**config.mk**
```make
export PLATFORM = sky130hd
export DESIGN_NAME = rob_alloc_queue
export DESIGN_NICKNAME = d
export VERILOG_FILES = /design/src/rtl/rob_alloc_queue.sv
export SDC_FILE = /design/constraint.sdc
export NUM_CORES = 2
export LEC_CHECK = 0
export ABC_CLOCK_PERIOD_IN_PS = 21500
export CORE_MARGIN = 2
export CORE_UTILIZATION = 40
export CTS_CLUSTER_DIAMETER = 60
export CTS_CLUSTER_SIZE = 30
export DETAILED_ROUTE_END_ITERATION = 6
export GPL_ROUTABILITY_DRIVEN = 0
export PLACE_DENSITY_LB_ADDON = 0.15
export SYNTH_ARGS = -nofsm -noshare
export SYNTH_HDL_FRONTEND = slang
export SYNTH_SLANG_ARGS = --single-unit
```
**constraint.sdc**
```tcl
create_clock -name clk -period 21.5 [get_ports clk]
set_input_delay 3.225 -clock clk [delete_from_list [all_inputs] [get_ports clk]]
set_output_delay 3.225 -clock clk [all_outputs]
set_load 0.05 [all_outputs]
```
**src/rtl/rob_alloc_queue.sv**
```systemverilog
// rob_alloc_queue
//   Reorder-buffer end of the rename->ROB allocation path. Hands out up to
//   MACHINE_WIDTH entries per cycle in program order. Records out-of-order
//   completions. Retires in order, up to MACHINE_WIDTH per cycle. Raises a
//   precise exception from the head entry and then flushes itself.
//
// Ports
//   clk, reset      clock, synchronous active-high reset
//   alloc_*         per-lane allocation request (valid, dst, pc+8, exception)
//   alloc_ready     room for MACHINE_WIDTH entries and no exception pending
//   rob_addr_new    entry index assigned to each lane (combinational)
//   cmp_*           completion write ports (valid, entry address, result)
//   retire_*        in-order retire slots (valid, dst, result)
//   exc_valid/code/pc  head exception pulse, its code, and its pc (pc+8 - 8)
//   stall_cnt       only with ROB_STALL_CNT_EN: cycles a request was refused
//
// Build option
//   ROB_STALL_CNT_EN  adds the saturating stall_cnt output.
module rob_alloc_queue #(
  parameter int MACHINE_WIDTH = 2,
  parameter int ROB_DEPTH     = 16,
  parameter int CMP_PORTS     = 2,
  parameter int EXC_W         = 8,
  localparam int AW           = $clog2(ROB_DEPTH)
) (
  input  logic                           clk,
  input  logic                           reset,
  input  logic [MACHINE_WIDTH-1:0]       alloc_valid,
  input  logic [MACHINE_WIDTH*5-1:0]     alloc_dst,
  input  logic [MACHINE_WIDTH*32-1:0]    alloc_pcplus8,
  input  logic [MACHINE_WIDTH*EXC_W-1:0] alloc_exc,
  output logic                           alloc_ready,
  output logic [MACHINE_WIDTH*AW-1:0]    rob_addr_new,
  input  logic [CMP_PORTS-1:0]           cmp_valid,
  input  logic [CMP_PORTS*AW-1:0]        cmp_addr,
  input  logic [CMP_PORTS*32-1:0]        cmp_data,
  output logic [MACHINE_WIDTH-1:0]       retire_valid,
  output logic [MACHINE_WIDTH*5-1:0]     retire_dst,
  output logic [MACHINE_WIDTH*32-1:0]    retire_data,
  output logic                           exc_valid,
  output logic [EXC_W-1:0]               exc_code,
  output logic [31:0]                    exc_pc
`ifdef ROB_STALL_CNT_EN
  ,
  output logic [31:0]                    stall_cnt
`endif
);

  localparam int PW = AW + 1;

  // Control state (reset)
  logic [PW-1:0]        r_head, r_tail;
  logic [ROB_DEPTH-1:0] r_busy, r_done;

  // Entry payload (not reset; only read behind busy)
  logic [4:0]       r_dst  [ROB_DEPTH];
  logic [31:0]      r_pc   [ROB_DEPTH];
  logic [EXC_W-1:0] r_exc  [ROB_DEPTH];
  logic [31:0]      r_data [ROB_DEPTH];

  logic [AW-1:0]            w_head_idx;
  logic [PW-1:0]            w_count, w_free, w_alloc_cnt, w_ret_cnt;
  logic                     w_exc_head, w_chain;
  logic [MACHINE_WIDTH-1:0] w_ret;

  assign w_head_idx = r_head[AW-1:0];
  assign w_count    = r_tail - r_head;
  assign w_free     = PW'(ROB_DEPTH) - w_count;
  assign w_exc_head = r_busy[w_head_idx] && (r_exc[w_head_idx] != '0);

  assign exc_valid   = !reset && w_exc_head;
  assign exc_code    = exc_valid ? r_exc[w_head_idx] : '0;
  assign exc_pc      = exc_valid ? (r_pc[w_head_idx] - 32'd8) : '0;
  assign alloc_ready = !reset && !w_exc_head && (w_free >= PW'(MACHINE_WIDTH));

  // Lane i gets tail plus the number of valid lanes below it, so holes in
  // alloc_valid do not leave holes in the ROB.
  always_comb begin
    w_alloc_cnt  = '0;
    rob_addr_new = '0;
    for (int i = 0; i < MACHINE_WIDTH; i++) begin
      rob_addr_new[i*AW +: AW] = r_tail[AW-1:0] + w_alloc_cnt[AW-1:0];
      if (alloc_valid[i]) w_alloc_cnt = w_alloc_cnt + PW'(1);
    end
  end

  // Retire chain: a slot retires only if every older slot does. An entry
  // carrying an exception breaks the chain, so it can only leave via the
  // exception flush once it is at the head.
  always_comb begin
    w_ret       = '0;
    w_ret_cnt   = '0;
    retire_dst  = '0;
    retire_data = '0;
    w_chain     = !reset;
    for (int k = 0; k < MACHINE_WIDTH; k++) begin
      w_chain = w_chain && r_busy[w_head_idx + AW'(k)] && r_done[w_head_idx + AW'(k)] &&
                (r_exc[w_head_idx + AW'(k)] == '0);
      w_ret[k] = w_chain;
      if (w_chain) begin
        retire_dst[k*5 +: 5]   = r_dst[w_head_idx + AW'(k)];
        retire_data[k*32 +: 32] = r_data[w_head_idx + AW'(k)];
        w_ret_cnt = w_ret_cnt + PW'(1);
      end
    end
  end
  assign retire_valid = w_ret;

  // Control update. Retire clears come after completions so a late duplicate
  // completion cannot resurrect a retiring entry; allocations only target
  // free entries, so they never collide with either.
  always_ff @(posedge clk) begin
    if (reset || w_exc_head) begin
      r_head <= '0;
      r_tail <= '0;
      r_busy <= '0;
      r_done <= '0;
    end else begin
      for (int c = 0; c < CMP_PORTS; c++) begin
        if (cmp_valid[c] && r_busy[cmp_addr[c*AW +: AW]]) r_done[cmp_addr[c*AW +: AW]] <= 1'b1;
      end
      for (int k = 0; k < MACHINE_WIDTH; k++) begin
        if (w_ret[k]) begin
          r_busy[w_head_idx + AW'(k)] <= 1'b0;
          r_done[w_head_idx + AW'(k)] <= 1'b0;
        end
      end
      if (alloc_ready) begin
        for (int i = 0; i < MACHINE_WIDTH; i++) begin
          if (alloc_valid[i]) begin
            r_busy[rob_addr_new[i*AW +: AW]] <= 1'b1;
            r_done[rob_addr_new[i*AW +: AW]] <= (alloc_exc[i*EXC_W +: EXC_W] != '0);
          end
        end
        r_tail <= r_tail + w_alloc_cnt;
      end
      r_head <= r_head + w_ret_cnt;
    end
  end

  // Payload writes; stray writes to free entries are harmless.
  always_ff @(posedge clk) begin
    for (int c = 0; c < CMP_PORTS; c++) begin
      if (cmp_valid[c] && r_busy[cmp_addr[c*AW +: AW]]) r_data[cmp_addr[c*AW +: AW]] <= cmp_data[c*32 +: 32];
    end
    if (alloc_ready) begin
      for (int i = 0; i < MACHINE_WIDTH; i++) begin
        if (alloc_valid[i]) begin
          r_dst[rob_addr_new[i*AW +: AW]] <= alloc_dst[i*5 +: 5];
          r_pc[rob_addr_new[i*AW +: AW]]  <= alloc_pcplus8[i*32 +: 32];
          r_exc[rob_addr_new[i*AW +: AW]] <= alloc_exc[i*EXC_W +: EXC_W];
        end
      end
    end
  end

`ifdef ROB_STALL_CNT_EN
  logic [31:0] r_stall_cnt;

  // Survives exception flushes; only reset clears it.
  always_ff @(posedge clk) begin
    if (reset) begin
      r_stall_cnt <= '0;
    end else if ((|alloc_valid) && !alloc_ready && (r_stall_cnt != 32'hFFFF_FFFF)) begin
      r_stall_cnt <= r_stall_cnt + 32'd1;
    end
  end
  assign stall_cnt = r_stall_cnt;
`endif

endmodule

```
==> results.sh <==
export IMPL_clk_pin_slew_worst_paths_ns=0.07
export IMPL_clock_tree_root_cell="clkbuf_16"
export IMPL_areaGrowthSynthToFinish_pct=13.5
export IMPL_power_sequential_fraction=0.473
export IMPL_layout_cells_most_common_list="1,232 x edfxtp_1, 1,076 x mux2_2, 578 x mux4_2, 293 x clkdlybuf4s50_1, 160 x mux2_1"
export IMPL_intPower_mw=4.36
export IMPL_clock_insertion_delay_worst_skew_ns=0.82
export IMPL_fin_worst_skew_ns=0.0522
export IMPL_cts_htree_levels=4
export IMPL_r2r_end="r_exc[3][4]$_DFFE_PP_"
export IMPL_max_cap_viol_count=0
export IMPL_irDropWorstVdd_uv=79.5
export IMPL_library_cell_with_the_largest_summed_area_after_synthesis="edfxtp_1"
export IMPL_post_route_util=0.458
export IMPL_hold_path_endpoint="r_busy[7]$_SDFF_PP0_"
export IMPL_synth_cell_types=65
export IMPL_critical_path_arrival_ns=8.06
export IMPL_postRouteAntennaNets=0
export IMPL_cp_buffers_inverters=4
export IMPL_switching_share=0.277
export IMPL_final_fill_count=15500
export IMPL_worstPathMaxFanout=106
export IMPL_wire_length_of_the_first_global_routing_pass_um=338000
export IMPL_syn_nets=4471
export IMPL_grt_overflow_total=0
export IMPL_detailroute_via_count=43100
export IMPL_min_delay_path_class="register to register"
export IMPL_number_of_global_route_vias_before_repair=43800
export IMPL_wirelength_um=240000
export IMPL_sequential_cell_area_um2=37900
export IMPL_yosys_warnings=0
export IMPL_power_static_leakage_nw=24.9
export IMPL_placement_setup_worst_slack_ns=11.02
export IMPL_ios=294
export IMPL_power_density_nw_per_um2=74.5
export IMPL_r2r_slack_ns=13.49
export IMPL_power_combinational_fraction=0.127
export IMPL_cts_resized_gates=0
export IMPL_postSynthCellCount=4278
export IMPL_grt_max_degree=138
export IMPL_total_switching_power_mw=1.67
export IMPL_cts_made_buffers=130
export IMPL_finalWorstPathRequiredPeriod_ns=11.28
export IMPL_setup_worst_path_start_class="register"
export IMPL_groute_usage_overall=0.263
export IMPL_crit_share_post_route=0.525
export IMPL_drt_wirelength_per_cell_um=35.2
export IMPL_num_nets_final=4536
export IMPL_viasPerCell=6.33
export IMPL_row_count=154
export IMPL_post_synth_edffs=1232
export IMPL_max_slew_margin_rel=0.187
export IMPL_setup_viol=0
export IMPL_synth_seq_cells=1274
export IMPL_final_cell_count_no_fill=6813
export IMPL_cells_along_the_critical_path="buf_12 > buf_4 > buf_4 > mux4_2 > mux4_2 > nor4_2 > nand3_1 > or3_1 > or3_1 > a21oi_1 > clkdlybuf4s50_1"
export IMPL_floorplan_initialDensity=0.404
export IMPL_worst_hold_path_depth=2
export IMPL_crit_path_largest_cell_delay_ns=0.98
export IMPL_die_area_um2=182000
export IMPL_timing_final_max_slew_violations=0
export IMPL_drc=0
export IMPL_synth_area_leaders="edfxtp_1 52%, mux4_2 18%, mux2_2 17%"
export IMPL_ys_async_sr_fraction=0
export IMPL_reg2reg_from="r_head[0]$_SDFF_PP0_"
export IMPL_hold_start="r_busy[7]$_SDFF_PP0_"
export IMPL_clock_sinks=1274
export IMPL_detailed_place_hpwl_um=133000
export IMPL_fin_tns_setup_ns=0
export IMPL_worstPathRequired_ns=18.27
export IMPL_hold_viol=0
export IMPL_tritoncts="done"
export IMPL_layout_drive_gt1_share=0.466
export IMPL_die_w_um=426
export IMPL_critical_path_class="register to output pin"
export IMPL_number_of_antenna_violations_at_the_first_check_in_global_routing=46
export IMPL_reg2regPathDepth=14
export IMPL_post_cts_buffers=0
export IMPL_numPortBuffers=293
export IMPL_place_inst=6551
export IMPL_multiInputGateArea_um2=31700
export IMPL_die_h_um=426
export IMPL_cp_top_family="buffers and inverters"
export IMPL_clkPwrFrac=0.400
export IMPL_rsz_0062_raised_after_global_routing="no"
export IMPL_status="completed"
export IMPL_number_of_hold_buffers_added_after_cts=0
export IMPL_postSynthAreaPerCell_um2=16.7
export IMPL_worst_setup_slack_after_layout_ns=10.22
export IMPL_drt_pass1_iterations=6
export IMPL_yosysSeqAreaShare=0.531
export IMPL_max_freq_mhz=88.6
export IMPL_timing_worst_slew_pin_value_ns=1.22
export IMPL_yosys_most_used_dff="edfxtp_1"
export IMPL_total_power_mw=6.03
export IMPL_clock_path_buffers=3
export IMPL_netlist_area_leader_share=0.519
export IMPL_core_area_um2=176000
export IMPL_layout_cells_most_common="edfxtp_1"
export IMPL_cp_slowest_cell="dfxtp_4"
export IMPL_crit_path_end_kind="output pin"
export IMPL_drt_initial_drc_count=4488
export IMPL_synth_cell_area_um2=71200
## registers in the layout, summed over array words and instances, names as in the netlist
name / count
r_data: 512
r_pc: 512
r_exc: 128
r_dst: 80
r_busy: 16
r_done: 16
r_head: 5
r_tail: 5
## worst register-to-register path: stages (launching register included)
cell and delay [ns]:
dfxtp_4 0.98, buf_12 0.63, buf_4 1.04, mux4_2 0.64
a22oi_1 0.26, nand2_1 0.10, nor4_2 0.51, a221oi_1 0.21
buf_4 0.22, or3_1 0.34, buf_4 0.25, inv_2 0.61
o21ai_0 0.50, clkinv_2 0.56, buf_4 0.70
## metrics by stage
| step | hold WS (ns) | instance area, µm² |
|---|---|---|
| final | 0.535 | 80900 |
| after global routing | 0.548 | 80900 |
| after CTS | 0.522 | 80800 |
| after detailed placement | 0.512 | 76400 |
| after global placement | 0.525 | 76400 |
| after floorplan | 0.466 | 71200 |
## cell usage after synthesis (9+ instances only)
cell	instances
a21oi_1	49
a22oi_1	26
a31oi_1	9
and2_1	10
and3_1	43
buf_1	41
buf_2	85
buf_4	27
buf_6	12
clkbuf_1	296
dfxtp_1	42
edfxtp_1	1232
ha_1	22
inv_1	29
mux2_1	160
mux2_2	1076
mux4_2	578
nand2_1	74
nand2b_1	17
nand3_1	22
nand4_1	10
nor2_1	99
nor2b_1	53
nor3_1	25
nor4_1	33
o211ai_1	9
o21ai_0	35
or2_2	9
or3_1	11
xnor2_1	25
xor2_1	12
## per-layer routing
| layer | vias to the layer above | part of all wire | track usage |
|---|---|---|---|
| met2 | 1857 | 0.50 | 0.439 |
| met3 | 464 | 0.063 | 0.0436 |
| met5 | - | 0.00072 | 0 |
| met4 | 28 | 0.041 | 0.105 |
| met1 | 23100 | 0.40 | 0.341 |
| li1 | 17600 | - | - |
## layout make-up
cell class	instances	share of cell area
Sequential cell	1274	0.468
Multi-Input combinational cell	2512	0.392
Timing Repair Buffer	395	0.0462
Clock buffer	139	0.0406
Tap cell	2340	0.0362
Clock inverter	101	0.0144
Inverter	30	0.00150
Antenna cell	22	0.000681
## logic make-up (layout without fill, tap and decap cells)
kind of cell,after synthesis,in the layout,share of synthesized area
adders and majority gates,25,25,0.00471
and+or+nand+nor,449,449,0.0342
muxes,1822,1822,0.379
DFF,1274,1274,0.531
xor gates and xnor gates,37,37,0.00455
other,0,22,0
AOI/OAI and AO/OA,179,179,0.0161
buffers and inverters,492,665,0.0303
## power groups by stage
stage / clock network (mW) / logic [mW] / registers (mW)
after floorplan: 0 / 0.463 / 2.89
after global routing: 2.54 / 0.805 / 2.86
final: 2.41 / 0.766 / 2.85
after detailed placement: 0 / 0.761 / 2.90
after global placement: 0 / 0.756 / 2.90
after CTS: 2.46 / 0.764 / 2.85
## worst max path at each step
stage	startpoint	slack, ns	cells after the start	to
after floorplan	r_head[1]$_SDFF_PP0_	12.82	17	retire_data[44]
after global placement	r_head[0]$_SDFF_PP0_	11.10	11	exc_pc[30]
after detailed placement	r_head[0]$_SDFF_PP0_	11.02	11	exc_pc[30]
after CTS	r_head[0]$_SDFF_PP0_	10.14	11	exc_pc[30]
after global routing	r_head[0]$_SDFF_PP0_	9.71	11	exc_pc[30]
final	r_head[0]$_SDFF_PP0_	10.22	11	exc_pc[30]
Power figures use the tool's default switching activity.
